File: src/rtl/fifo_uart_tx.sv
// UART transmitter draining a show-ahead FIFO read port: start, LSB-first data, stop.
// Define PARITY_EN to add PAR_EN/PAR_TYP ports and an optional parity bit per frame.
module fifo_uart_tx #(
    parameter int Data_Width     = 8,
    parameter int Prescale_Width = 6
) (
    input  logic                      CLK,
    input  logic                      RST,
    input  logic                      FIFO_Empty,
    input  logic [Data_Width-1:0]     FIFO_Data,
    input  logic [Prescale_Width-1:0] PRESCALE,
`ifdef PARITY_EN
    input  logic                      PAR_EN,
    input  logic                      PAR_TYP,
`endif
    output logic                      R_INC,
    output logic                      TX_OUT,
    output logic                      Busy
);

    localparam int BitCntWidth = (Data_Width > 2) ? $clog2(Data_Width) : 1;

`ifdef PARITY_EN
    typedef enum logic [2:0] {IDLE, START, DATA, PARITY, STOP} state_t;
`else
    typedef enum logic [2:0] {IDLE, START, DATA, STOP} state_t;
`endif

    state_t                    state_reg;
    logic [Prescale_Width-1:0] presc_cnt_reg;
    logic [Prescale_Width-1:0] p_reg;
    logic [BitCntWidth-1:0]    bit_cnt_reg;
    logic [Data_Width-1:0]     shift_reg;
    logic                      tx_reg;
    logic                      busy_reg;
`ifdef PARITY_EN
    logic                      par_en_reg;
    logic                      par_bit_reg;
`endif

    logic                      bit_end;
    logic                      last_data_bit;
    logic [Data_Width-1:0]     shift_next;

    assign bit_end       = (presc_cnt_reg == p_reg - Prescale_Width'(1));
    assign last_data_bit = (bit_cnt_reg == BitCntWidth'(Data_Width - 1));
    assign shift_next    = shift_reg >> 1;

    // Pop in idle, or on the final stop cycle so the next start bit follows with no gap.
    assign R_INC  = !RST && !FIFO_Empty &&
                    ((state_reg == IDLE) || ((state_reg == STOP) && bit_end));
    assign TX_OUT = tx_reg;
    assign Busy   = busy_reg;

    always_ff @(posedge CLK) begin
        if (RST) begin
            state_reg     <= IDLE;
            presc_cnt_reg <= '0;
            p_reg         <= Prescale_Width'(1);
            bit_cnt_reg   <= '0;
            shift_reg     <= '0;
            tx_reg        <= 1'b1;
            busy_reg      <= 1'b0;
`ifdef PARITY_EN
            par_en_reg    <= 1'b0;
            par_bit_reg   <= 1'b0;
`endif
        end else if (R_INC) begin
            // Everything the frame needs is captured here; later input changes are ignored.
            shift_reg     <= FIFO_Data;
            p_reg         <= (PRESCALE == '0) ? Prescale_Width'(1) : PRESCALE;
`ifdef PARITY_EN
            par_en_reg    <= PAR_EN;
            par_bit_reg   <= (^FIFO_Data) ^ PAR_TYP;
`endif
            presc_cnt_reg <= '0;
            state_reg     <= START;
            tx_reg        <= 1'b0;
            busy_reg      <= 1'b1;
        end else begin
            case (state_reg)
                IDLE: begin
                    tx_reg   <= 1'b1;
                    busy_reg <= 1'b0;
                end
                START: begin
                    if (bit_end) begin
                        presc_cnt_reg <= '0;
                        bit_cnt_reg   <= '0;
                        state_reg     <= DATA;
                        tx_reg        <= shift_reg[0];
                    end else begin
                        presc_cnt_reg <= presc_cnt_reg + Prescale_Width'(1);
                    end
                end
                DATA: begin
                    if (bit_end) begin
                        presc_cnt_reg <= '0;
                        if (last_data_bit) begin
`ifdef PARITY_EN
                            if (par_en_reg) begin
                                state_reg <= PARITY;
                                tx_reg    <= par_bit_reg;
                            end else begin
                                state_reg <= STOP;
                                tx_reg    <= 1'b1;
                            end
`else
                            state_reg <= STOP;
                            tx_reg    <= 1'b1;
`endif
                        end else begin
                            bit_cnt_reg <= bit_cnt_reg + BitCntWidth'(1);
                            shift_reg   <= shift_next;
                            tx_reg      <= shift_next[0];
                        end
                    end else begin
                        presc_cnt_reg <= presc_cnt_reg + Prescale_Width'(1);
                    end
                end
`ifdef PARITY_EN
                PARITY: begin
                    if (bit_end) begin
                        presc_cnt_reg <= '0;
                        state_reg     <= STOP;
                        tx_reg        <= 1'b1;
                    end else begin
                        presc_cnt_reg <= presc_cnt_reg + Prescale_Width'(1);
                    end
                end
`endif
                STOP: begin
                    // Reaching here at bit_end means no pop was taken this cycle.
                    if (bit_end) begin
                        presc_cnt_reg <= '0;
                        state_reg     <= IDLE;
                        tx_reg        <= 1'b1;
                        busy_reg      <= 1'b0;
                    end else begin
                        presc_cnt_reg <= presc_cnt_reg + Prescale_Width'(1);
                    end
                end
                default: begin
                    state_reg <= IDLE;
                    tx_reg    <= 1'b1;
                    busy_reg  <= 1'b0;
                end
            endcase
        end
    end

endmodule

File: config.mk
export PLATFORM = sky130hd
export DESIGN_NAME = fifo_uart_tx
export DESIGN_NICKNAME = d
export VERILOG_FILES = /design/src/rtl/fifo_uart_tx.sv
export SDC_FILE = /design/constraint.sdc
export NUM_CORES = 1
export LEC_CHECK = 0
export ABC_CLOCK_PERIOD_IN_PS = 3200
export BUFFER_PORTS_ARGS = -buffer_cell sky130_fd_sc_hd__buf_2
export CAP_MARGIN = 15
export CORE_AREA = 2 2 55 57
export CTS_BUF_LIST = sky130_fd_sc_hd__clkbuf_8
export CTS_CLUSTER_DIAMETER = 150
export DETAILED_ROUTE_END_ITERATION = 10
export DIE_AREA = 0 0 57 59
export GPL_ROUTABILITY_DRIVEN = 0
export HOLD_SLACK_MARGIN = 0.08
export PLACE_DENSITY = 0.76
export RECOVER_POWER = 100
export REMOVE_ABC_BUFFERS = 1
export SLEW_MARGIN = 40
export SYNTH_ARGS = -nofsm -noshare
export SYNTH_HDL_FRONTEND = slang
export SYNTH_SLANG_ARGS = --single-unit
File: constraint.sdc
create_clock -name CLK -period 3.2 [get_ports CLK]
set_input_delay 0.32 -clock CLK [delete_from_list [all_inputs] [get_ports CLK]]
set_output_delay 0.32 -clock CLK [all_outputs]
set_load 0.01 [all_outputs]
---- After elaboration in Yosys (flattened, before gate mapping) ----
Index checks and enable logic that the tools add are counted.
word-level totals
  output and inout bits ................... 3
  bits of input ports ..................... 17
  word-level logic and storage cells ...... 74
  flip-flop bits (word level) ............. 28
cells by class
  bitwise logic cells ..................... 2
  equality and inequality tests ........... 17
  add/subtract/negate cells ............... 3
  reduce and logical (&&, ||, !) cells .... 20
  mux-type cells .......................... 24
operator list
  cell                 number
  $mux 8               4
  $mux 3               6
  $reduce_and 5->1     3
  $ne 2x2->1 const B   7
  $mux 6               2
  $ne 3x3->1 const B   4
  $pmux 3 s4           1
  $mux 1               8
  $add 6x1->6 const B  1
  $eq 3x2->1 const B   2
  $eq 6x6->1           1
  $logic_not 6->1      1
  $pmux 3 s2           1
  $reduce_and 3->1     2
  $reduce_bool 2->1    3
  $sub 6x1->6 const B  1
  $reduce_or 2->1      2
  $add 3x1->3 const B  1
  $eq 3x1->1 const B   1
  $eq 3x3->1 const B   1
  $logic_and 1x1->1    3
  $logic_not 3->1      1
  $pmux 1 s3           1
  $reduce_or 3->1      1
  6 further kinds      8

---- Logic depth before layout (Yosys ltp) ----
Gate-level depths: netlist of run 1.
  depth in word-level cells ............... 7
  gate-level depth with buffers ........... 9
  depth with buffers taken out ............ 8

---- Least setup slack after synthesis of run 1 ----
OpenSTA, ideal clock, no wires.
  path kind ............................... reg2out
  from .................................... reg p_reg[0]
  to ...................................... out R_INC
  slack ................................... 0.558 ns
  data arrival time ....................... 2.322 ns
  path buffers ............................ 0
  data required time ...................... 2.880 ns
  cell stages (with the launch flop) ...... 6
  path through ............................ dfxtp_1 or4_1 or3_4 a2111oi_4 a31oi_2 nor2_1
between the ends
  word-level cells in the longest chain between the ends .. 5
RTL lines
  element                 RTL line  source
  start, declared         31        logic [Prescale_Width-1:0] p_reg;
  start signal, assigned  59        p_reg <= Prescale_Width'(1);
  start signal, assigned  71        p_reg <= (PRESCALE == '0) ? Prescale_Width'(1) : PRESCALE;
  $sub 6x1->6             45        assign bit_end = (presc_cnt_reg == p_reg - Prescale_Width'(1));
  $eq 6x6->1              45
  $logic_and 1x1->1       51        ((state_reg == IDLE) || ((state_reg == STOP) && bit_end));
  $logic_or 1x1->1        51
  $logic_and 1x1->1       50        assign R_INC = !RST && !FIFO_Empty &&
  end, declared           16        output logic R_INC,
Every way passes these cells.

---- Worst setup path in the final report of run 1 ----
Same ends and word-level chain as after synthesis.

==> results of run 1 <==
[routing by layer]
metal,up-vias,track usage [%]
met4,0,6.98
met5,-,0
li1,630,-
met2,20,39.2
met3,4,3.28
met1,574,23.8
[Yosys cell counts, drive strengths merged (2+ instances only)]
master,number
mux2i,13
inv,6
xnor2,8
or4,2
dfxtp,27
nor2,17
a21oi,11
o21ai,14
nor2b,6
ha,8
clkbuf,3
a31oi,5
or3,3
a2111oi,2
nand2,7
a22o,2
nor3,4
xor2,3
nand3,4
[cells in the final DEF (no fill, tap or decap), drive strengths merged, types with 3 or more instances in the layout]
cell,n
a21oi,11
a31oi,5
buf,17
clkbuf,8
dfxtp,27
ha,8
inv,7
mux2i,13
nand2,7
nand3,4
nor2,17
nor2b,6
nor3,4
o21ai,14
or3,3
xnor2,8
xor2,3
[power groups by stage]
stage	logic, uW	registers, uW	clock network, uW
after floorplan	156	391	0
after global placement	214	392	0
after detailed placement	220	395	0
after CTS	224	387	196
after global routing	243	391	205
final	217	387	188
[path summary, 6_finish.rpt]
check / from / to / slack (ps) / cells after the start
max: p_reg[0]$_SDFFE_PP1P_ / R_INC / 300 / 6
min: PRESCALE[3] / p_reg[3]$_SDFFE_PP0P_ / 290 / 3
max reg2reg: p_reg[0]$_SDFFE_PP1P_ / presc_cnt_reg[3]$_SDFFE_PP0P_ / 390 / 7
min reg2reg: shift_reg[7]$_SDFFE_PP0P_ / shift_reg[7]$_SDFFE_PP0P_ / 480 / 2
[worst register-to-register path: cells and delay by family (launching register included)]
kind | cells | cell delay [ps]
DFF | 1 | 350
and+or+nand+nor | 4 | 1220
AOI/OAI and AO/OA | 2 | 800
buffers and inverters | 1 | 320
[stage by stage]
step | instances | worst slack (ps)
floorplan | 159 | 454
finish | 216 | 296
detailed placement | 212 | 600
global placement | 212 | 672
CTS | 216 | 317
global route | 216 | 151
[final cells by class]
type	instances	area, um^2
fillers	258	1060
multi-input cells	126	898
flip-flops and latches	27	541
repair buffers	22	106
clock buffers	3	41.3
well taps	31	38.8
inverters	6	22.5
clock inverters	1	3.75
[kinds of logic after synthesis]
group                      Yosys count  synth area share (%)
and+or+nand+nor                     51                  19.1
AOI/OAI and AO/OA                   42                  18.9
DFF                                 27                  36.3
muxes                               14                  9.50
xor gates and xnor gates            11                  6.47
buffers and inverters               10                  3.02
adders and majority gates            8                  6.72
==> metrics.txt, run 1 <==
switching portion of total power 31.9%; fmax 0.344 GHz; H-tree depth 1; initial antenna violation count 0; post-synth top area share 36.3%; Slew Limit Fails 0; Async S/R FF share, synth 0%; met2 WL 1.55 mm; GRT Util Overall 20.8%; Combinational Power Share 27.4%; post-cts resize count 0; Synth Register Bits 27; Max clock buf depth 2; HPWL reported at the end of detailed placement 2.26 mm; CTS buffer count 3; WP buf/inv 1; Worst-Margin Slew 605 ps; critical path required time 2880 ps; Int Pwr 539 uW; wire length on met3 91 um; clock power share 23.8%; die height 59 um; Slew HR 59.1%; Core ar. 0.00271 mm^2; Via Count 1228; layout cells sized above 1 13.5%; Setup Buffers After CTS 0; Vias/cell 5.69; first-pass GRT wire length 5.43 mm; largest net degree at the start of global routing 17; Fin. Hold Viols 0; CTS tree done; Crit Path Max Fanout 13; clock net sink count 27; setup_tns 0 ps; Ys Warns 0; fin util 60.9%; grt total ovfl 0; Mapped Cells 163; Switch Pwr 253 uW; Seq pwr share 48.8%; Top Layer Used met4; fin crit period 2900 ps; kind of critical path register to output port; crit end category output port; clk_lat worst skew 270 ps; vias in the first global route 1252; endpoints failing setup 0; Synth area leader dfxtp_1; Avg Synthesized Cell Area 9.13 um^2; DP Area 0.00162 mm^2; drt first-iter violations 76; ys flop type dfxtp_1; EDFF count, synth 0; arrival time worst endpoint 2580 ps; Worst Hold Slack 291 ps; initial core utilization 54.9%; I/O Pins 20; n_diodes 0; Post-Syn Area 0.00149 mm^2; num rows 19; worst hold path class primary input to register; static leakage 0.000734 uW; largest cells by area after synthesis dfxtp_1, mux2i_1, ha_1, xnor2_1, o21ai_0; unrepaired setup endpoints after global routing false; area delta synth->final 10.9%; crit-path cells or4_1 -> or3_1 -> a2111oi_4 -> a31oi_2 -> nor2_1 -> clkbuf_1; Worst-path clk slew 90 ps; die area 0.00336 mm^2; outcome finished, final reports clean; final instance area 0.00165 mm^2; Post-CTS Hold Buffers 0; drt pass-1 iters 5; max-cap viol count 0; crit path max-delay cell type or4_1; nets 211; fin crit share 90.8%; Critical Path Max Stage Delay 530 ps; drt drc 0; count of input and output buffers 19; total power 792 uW; post-route ant nets 0; Routed WL per cell 13.9 um; max reg flops 8; Top delay family on crit path simple AND/OR/NAND/NOR gates; worst vdd ir 0.000307 V; die width 57 um; Root Buffer clkbuf_8; Yosys cell types 42; met1 wire length 1.33 mm; CP Launch Type register; Max Clock Skew 6.92 ps; Power Density 479 mW/mm^2; sequential area share after synthesis 36.3%; final WL 3.01 mm
(Power assumes the default switching activity.)
==> run 2, diff against run 1 <==
Settings changed: SETUP_SLACK_MARGIN from default to 0.4.
==> run 2 against run 1 <==
Compared with the run above:
- sequential cell count unchanged
- highest routed layer unchanged
- cell area about the same
- final cell count grew 0.46%
- critical endpoint is now presc_cnt_reg[3]$_SDFFE_PP0P_
- clock-buffer cell count is the same
- first-iteration DRC count decreased by 24%
==> metrics.txt, run 2 (synthesized netlist as in run 1, its figures left out) <==
critical path required time 3350 ps (was 2880 ps); Root Buffer clkbuf_8 (unchanged); outcome finished, final reports clean (unchanged); worst hold path class primary input to register (unchanged); worst hold path depth 3 (unchanged); R2R Path Start p_reg[0]$_SDFFE_PP1P_ (unchanged); die height 59 um (unchanged); Worst Hold Slack 289 ps (was 291 ps); nets 212 (was 211); Hold Startpoint PRESCALE[3] (unchanged); n_diodes 0 (unchanged); Worst-Margin Slew 623 ps (was 605 ps); CTS buffer count 3 (unchanged); most frequent cells in the layout dfxtp_1, nor2_1, buf_2, o21ai_0, mux2i_1 (unchanged); Via Count 1255 (was 1228); first-pass GRT wire length 5.51 mm (was 5.43 mm); static leakage 0.000738 uW (was 0.000734 uW); unrepaired setup endpoints after global routing false (unchanged); largest net degree at the start of global routing 17 (unchanged); Critical Path Max Stage Delay 530 ps (about the same); num rows 19 (unchanged); clock power share 23.9% (was 23.8%); count of input and output buffers 19 (unchanged); CTS tree done (unchanged); fill cell count 262 (was 258); H-tree depth 1 (unchanged); crit path max-delay cell type or4_1 (unchanged); layout cells sized above 1 13.4% (was 13.5%); Crit Path Max Fanout 6 (was 13); Crit Reg-Reg Endpoint presc_cnt_reg[3]$_SDFFE_PP0P_ (unchanged); Max Clock Skew 7.23 ps (was 6.92 ps); die width 57 um (unchanged); Core ar. 0.00271 mm^2 (unchanged); final WL 3.04 mm (was 3.01 mm); Slew Limit Fails 0 (unchanged); post-route ant nets 0 (unchanged); Max clock buf depth 2 (unchanged); drt drc 0 (unchanged); fin crit share 85.1% (was 90.8%); switching portion of total power 31.9% (about the same); crit-path cells or4_1 -> or3_1 -> a2111oi_4 -> clkbuf_1 -> nand2_1 -> o21ai_1 -> nor2_1 (was or4_1 -> or3_1 -> a2111oi_4 -> a31oi_2 -> nor2_1 -> clkbuf_1); Routed WL per cell 14.0 um (was 13.9 um); endpoints failing setup 0 (unchanged); Int Pwr 541 uW (was 539 uW); max reg flops 8 (unchanged); Power Density 481 mW/mm^2 (was 479 mW/mm^2); fmax 0.367 GHz (was 0.344 GHz); R2R depth 7 (unchanged); initial antenna violation count 0 (unchanged); clock net sink count 27 (unchanged); Place WS 600 ps (unchanged); fin crit period 2720 ps (was 2900 ps); GRT Util Overall 21.1% (was 20.8%); arrival time worst endpoint 2870 ps (was 2580 ps); total power 795 uW (was 792 uW); Worst-path clk slew 90 ps (about the same); crit end category register (was output port); CP Launch Type register (unchanged); drt first-iter violations 58 (was 76); initial core utilization 54.9% (unchanged); max-cap viol count 0 (unchanged); Top delay family on crit path simple AND/OR/NAND/NOR gates (unchanged); setup_tns 0 ps (unchanged); Switch Pwr 254 uW (was 253 uW); WHS Endpoint p_reg[3]$_SDFFE_PP0P_ (unchanged); die area 0.00336 mm^2 (unchanged); Vias/cell 5.78 (was 5.69); vias in the first global route 1266 (was 1252); most common cell after layout, fill and taps aside dfxtp_1 (unchanged); HPWL reported at the end of detailed placement 2.26 mm (unchanged); worst reg-to-reg setup slack 480 ps (was 390 ps); area delta synth->final 11.0% (was 10.9%); kind of critical path register to register (was register to output port); Slew HR 57.9% (was 59.1%); crit path from p_reg[0]$_SDFFE_PP1P_ (unchanged); Combinational Power Share 27.5% (was 27.4%); WP buf/inv 1 (unchanged); grt total ovfl 0 (unchanged); drt pass-1 iters 4 (was 5); Seq pwr share 48.7% (was 48.8%); clk_lat worst skew 270 ps (about the same); Fin. Hold Viols 0 (unchanged); I/O Pins 20 (unchanged); Final WS setup 477 ps (was 296 ps); worst vdd ir 0.000308 V (was 0.000307 V)
## run 2: cell count changes in the layout (fill, tap and decap cells not counted)
| cell | change |
|---|---|
| a31oi_2 | -1 |
| a31oi_1 | +1 |
| buf_4 | +1 |
## run 2: power by group through the flow
stage                     Sequential (uW)  Combinational, uW  Clock [uW]
final                                 387                218         190
after global routing                  391                245         205
after CTS                             387                231         196
after detailed placement              395                220           0
after global placement                392                214           0
after floorplan                       391                156           0
## run 2: repair_timing
item / CTS / global route
pin swaps: 1 / 1
hold buffers: 0 / 0
endpoints found under the setup margin: 1 / 11
gates resized for setup: 1 / 2
setup buffers: 1 / 0
## run 2: cell type report
type	instances	area [um^2]	area share [%]
Inverter	6	22.5	1.36
Clock buffer	3	41.3	2.50
Multi-Input combinational cell	126	892	54.0
Timing Repair Buffer	23	114	6.89
Sequential cell	27	541	32.7
Tap cell	31	38.8	2.35
Clock inverter	1	3.75	0.227
## run 2: per-stage QoR
stage          instance area [um^2]  utilization, %  std cells
3_3_place_gp                   1620            59.9        212
5_1_grt                        1650            61.0        217
6_report                       1650            61.0        217
2_1_floorplan                  1470               -        159
3_5_place_dp                   1620            59.9        212
4_1_cts                        1680            62.1        217
## run 2: how the worst max path moves through the flow
stage                                          endpoint  slack [ps]  cells past startpoint
final                     presc_cnt_reg[3]$_SDFFE_PP0P_         480                      7
after global routing          shift_reg[0]$_SDFFE_PP0P_         220                      7
after CTS                                         R_INC         490                      6
after detailed placement  presc_cnt_reg[3]$_SDFFE_PP0P_         600                      7
after global placement    presc_cnt_reg[0]$_SDFFE_PP0P_         670                      7
after floorplan                                   R_INC         450                      5
## run 2: worst reg2reg max path, delay by kind of cell (launching register included)
kind	cells	cell delay [ps]
simple gates	4	1230
compound gates	2	710
flops	1	350
buf+inv	1	320
## run 2: layer usage
| layer | vias to the layer above | part of all wire, % | global-route usage, % |
|---|---|---|---|
| li1 | 633 | - | - |
| met1 | 583 | 42 | 24.3 |
| met2 | 32 | 51 | 39.1 |
| met3 | 7 | 4.9 | 3.71 |
| met4 | 0 | 1.7 | 7.64 |
| met5 | - | 0 | 0 |
==> run 3, diff against run 2 <==
Settings changed: PLACE_DENSITY 0.76 to 0.87.
==> run 3 against run 2 <==
Compared with the run above:
- sequential power is essentially flat
- critical endpoint is now bit_cnt_reg[0]$_SDFFE_PP0P_
- first-iteration DRC count fell by 26%
- final cell count did not move
- via count is 1.9% higher
- largest power group unchanged
- die area unchanged
- wire length is 3.1% higher
- hold slack got worse by 9.5 ps
- sequential share of layout area decreased by 0.44 points
==> metrics.txt, run 3 (synthesized netlist as in run 1, its figures left out) <==
Place WS 597 ps (was 600 ps); worst hold path depth 3 (unchanged); Root Buffer clkbuf_8 (unchanged); num rows 19 (unchanged); CTS tree done (unchanged); endpoints failing setup 0 (unchanged); drt pass-1 iters 4 (unchanged); critical path required time 3430 ps (was 3350 ps); Routed WL per cell 14.4 um (was 14.0 um); most common cell after layout, fill and taps aside dfxtp_1 (unchanged); Crit Path Max Fanout 6 (unchanged); first-pass GRT wire length 5.26 mm (was 5.51 mm); Via Count 1279 (was 1255); Final WS setup 404 ps (was 477 ps); die height 59 um (unchanged); setup_tns 0 ps (unchanged); clk_lat worst skew 280 ps (was 270 ps); static leakage 0.000732 uW (was 0.000738 uW); drt first-iter violations 43 (was 58); layout cells sized above 1 14.5% (was 13.4%); final WL 3.13 mm (was 3.04 mm); crit end category register (unchanged); fmax 0.358 GHz (was 0.367 GHz); wire length on met3 142 um (was 149 um); clock net sink count 27 (unchanged); Worst-path clk slew 100 ps (was 90 ps); Slew HR 67.0% (was 57.9%); arrival time worst endpoint 3020 ps (was 2870 ps); Post-CTS Hold Buffers 0 (unchanged); Core ar. 0.00271 mm^2 (unchanged); unrepaired setup endpoints after global routing false (unchanged); die area 0.00336 mm^2 (unchanged); initial core utilization 54.9% (unchanged); nets 212 (unchanged); Slew Limit Fails 0 (unchanged); CTS buffer count 3 (unchanged); fill cell count 242 (was 262); Fin. Hold Viols 0 (unchanged); Vias/cell 5.89 (was 5.78); fin crit share 87.4% (was 85.1%); post-route ant nets 0 (unchanged); most frequent cells in the layout dfxtp_1, nor2_1, buf_2, o21ai_0, mux2i_1 (unchanged); GRT Util Overall 19.8% (was 21.1%); area delta synth->final 12.5% (was 11.0%); Top Layer Used met4 (unchanged); Worst Hold Slack 280 ps (was 289 ps); max-cap viol count 0 (unchanged); grt total ovfl 0 (unchanged); I/O Pins 20 (unchanged); largest net degree at the start of global routing 17 (unchanged); HPWL reported at the end of detailed placement 2.30 mm (was 2.26 mm); met1 wire length 1.28 mm (was 1.27 mm); Max clock buf depth 2 (unchanged); outcome finished, final reports clean (unchanged); fin util 61.8% (was 61.0%); die width 57 um (unchanged); CP Launch Type register (unchanged); kind of critical path register to register (unchanged); vias in the first global route 1309 (was 1266); drt drc 0 (unchanged); worst vdd ir 0.000322 V (was 0.000308 V); max reg flops 8 (unchanged); initial antenna violation count 0 (unchanged); fin crit period 2800 ps (was 2720 ps); n_diodes 0 (unchanged); R2R depth 7 (unchanged); H-tree depth 1 (unchanged); met2 WL 1.63 mm (was 1.56 mm); count of input and output buffers 19 (unchanged); Worst-Margin Slew 495 ps (was 623 ps); Max Clock Skew 9.16 ps (was 7.23 ps); worst hold path class primary input to register (unchanged); Power Density 486 mW/mm^2 (was 481 mW/mm^2)
run 3: per-layer routing:
layer  track usage, %  up-vias
met1             20.6      590
met3             3.49        9
met4             7.64        0
met2             39.1       42
li1                 -      638
met5                0        -
run 3: stage by stage:
| stage | power, uW | instance area, um^2 | cells |
|---|---|---|---|
| global placement | 601 | 1620 | 212 |
| detailed placement | 613 | 1620 | 212 |
| CTS | 820 | 1690 | 217 |
| floorplan | 546 | 1470 | 159 |
| finish | 814 | 1680 | 217 |
| global route | 852 | 1680 | 217 |
run 3: area by class of cell:
cell class | count | area [um^2] | area share, %
clock buffer | 3 | 41.3 | 2.46
clock inverter | 1 | 7.51 | 0.448
inverter | 6 | 22.5 | 1.34
multi-input combinational | 126 | 915 | 54.6
sequential | 27 | 541 | 32.3
tap | 31 | 38.8 | 2.32
timing repair buffer | 23 | 110 | 6.57
run 3: final timing paths:
kind / startpoint / end / slack (ps)
max: p_reg[0]$_SDFFE_PP1P_ / bit_cnt_reg[0]$_SDFFE_PP0P_ / 400
min: PRESCALE[4] / p_reg[4]$_SDFFE_PP0P_ / 280
max reg2reg: p_reg[0]$_SDFFE_PP1P_ / bit_cnt_reg[0]$_SDFFE_PP0P_ / 400
min reg2reg: shift_reg[7]$_SDFFE_PP0P_ / shift_reg[7]$_SDFFE_PP0P_ / 490
run 3: report_power, final:
| part | leakage, uW | total [uW] | internal [uW] | switching, uW |
|---|---|---|---|---|
| Combinational | 0.000489 | 226 | 92.2 | 133 |
| Sequential | 0.000221 | 386 | 364 | 22.4 |
| Clock | 0.0000217 | 202 | 88.7 | 113 |
| Total | 0.000732 | 814 | 545 | 269 |
run 3: critical path: stages, from the launching register on:
cell and delay, ps:
dfxtp_1 360, or4_1 540, or3_1 380, a2111oi_4 380, clkbuf_1 330, a21oi_1 120
a211oi_1 400, mux2_2 230
run 3: timing repair:
action                                  4_1_cts  5_1_grt
buffers inserted                              1        0
pin swaps                                     1        1
resized for setup                             1        1
endpoints found under the setup margin        1        4
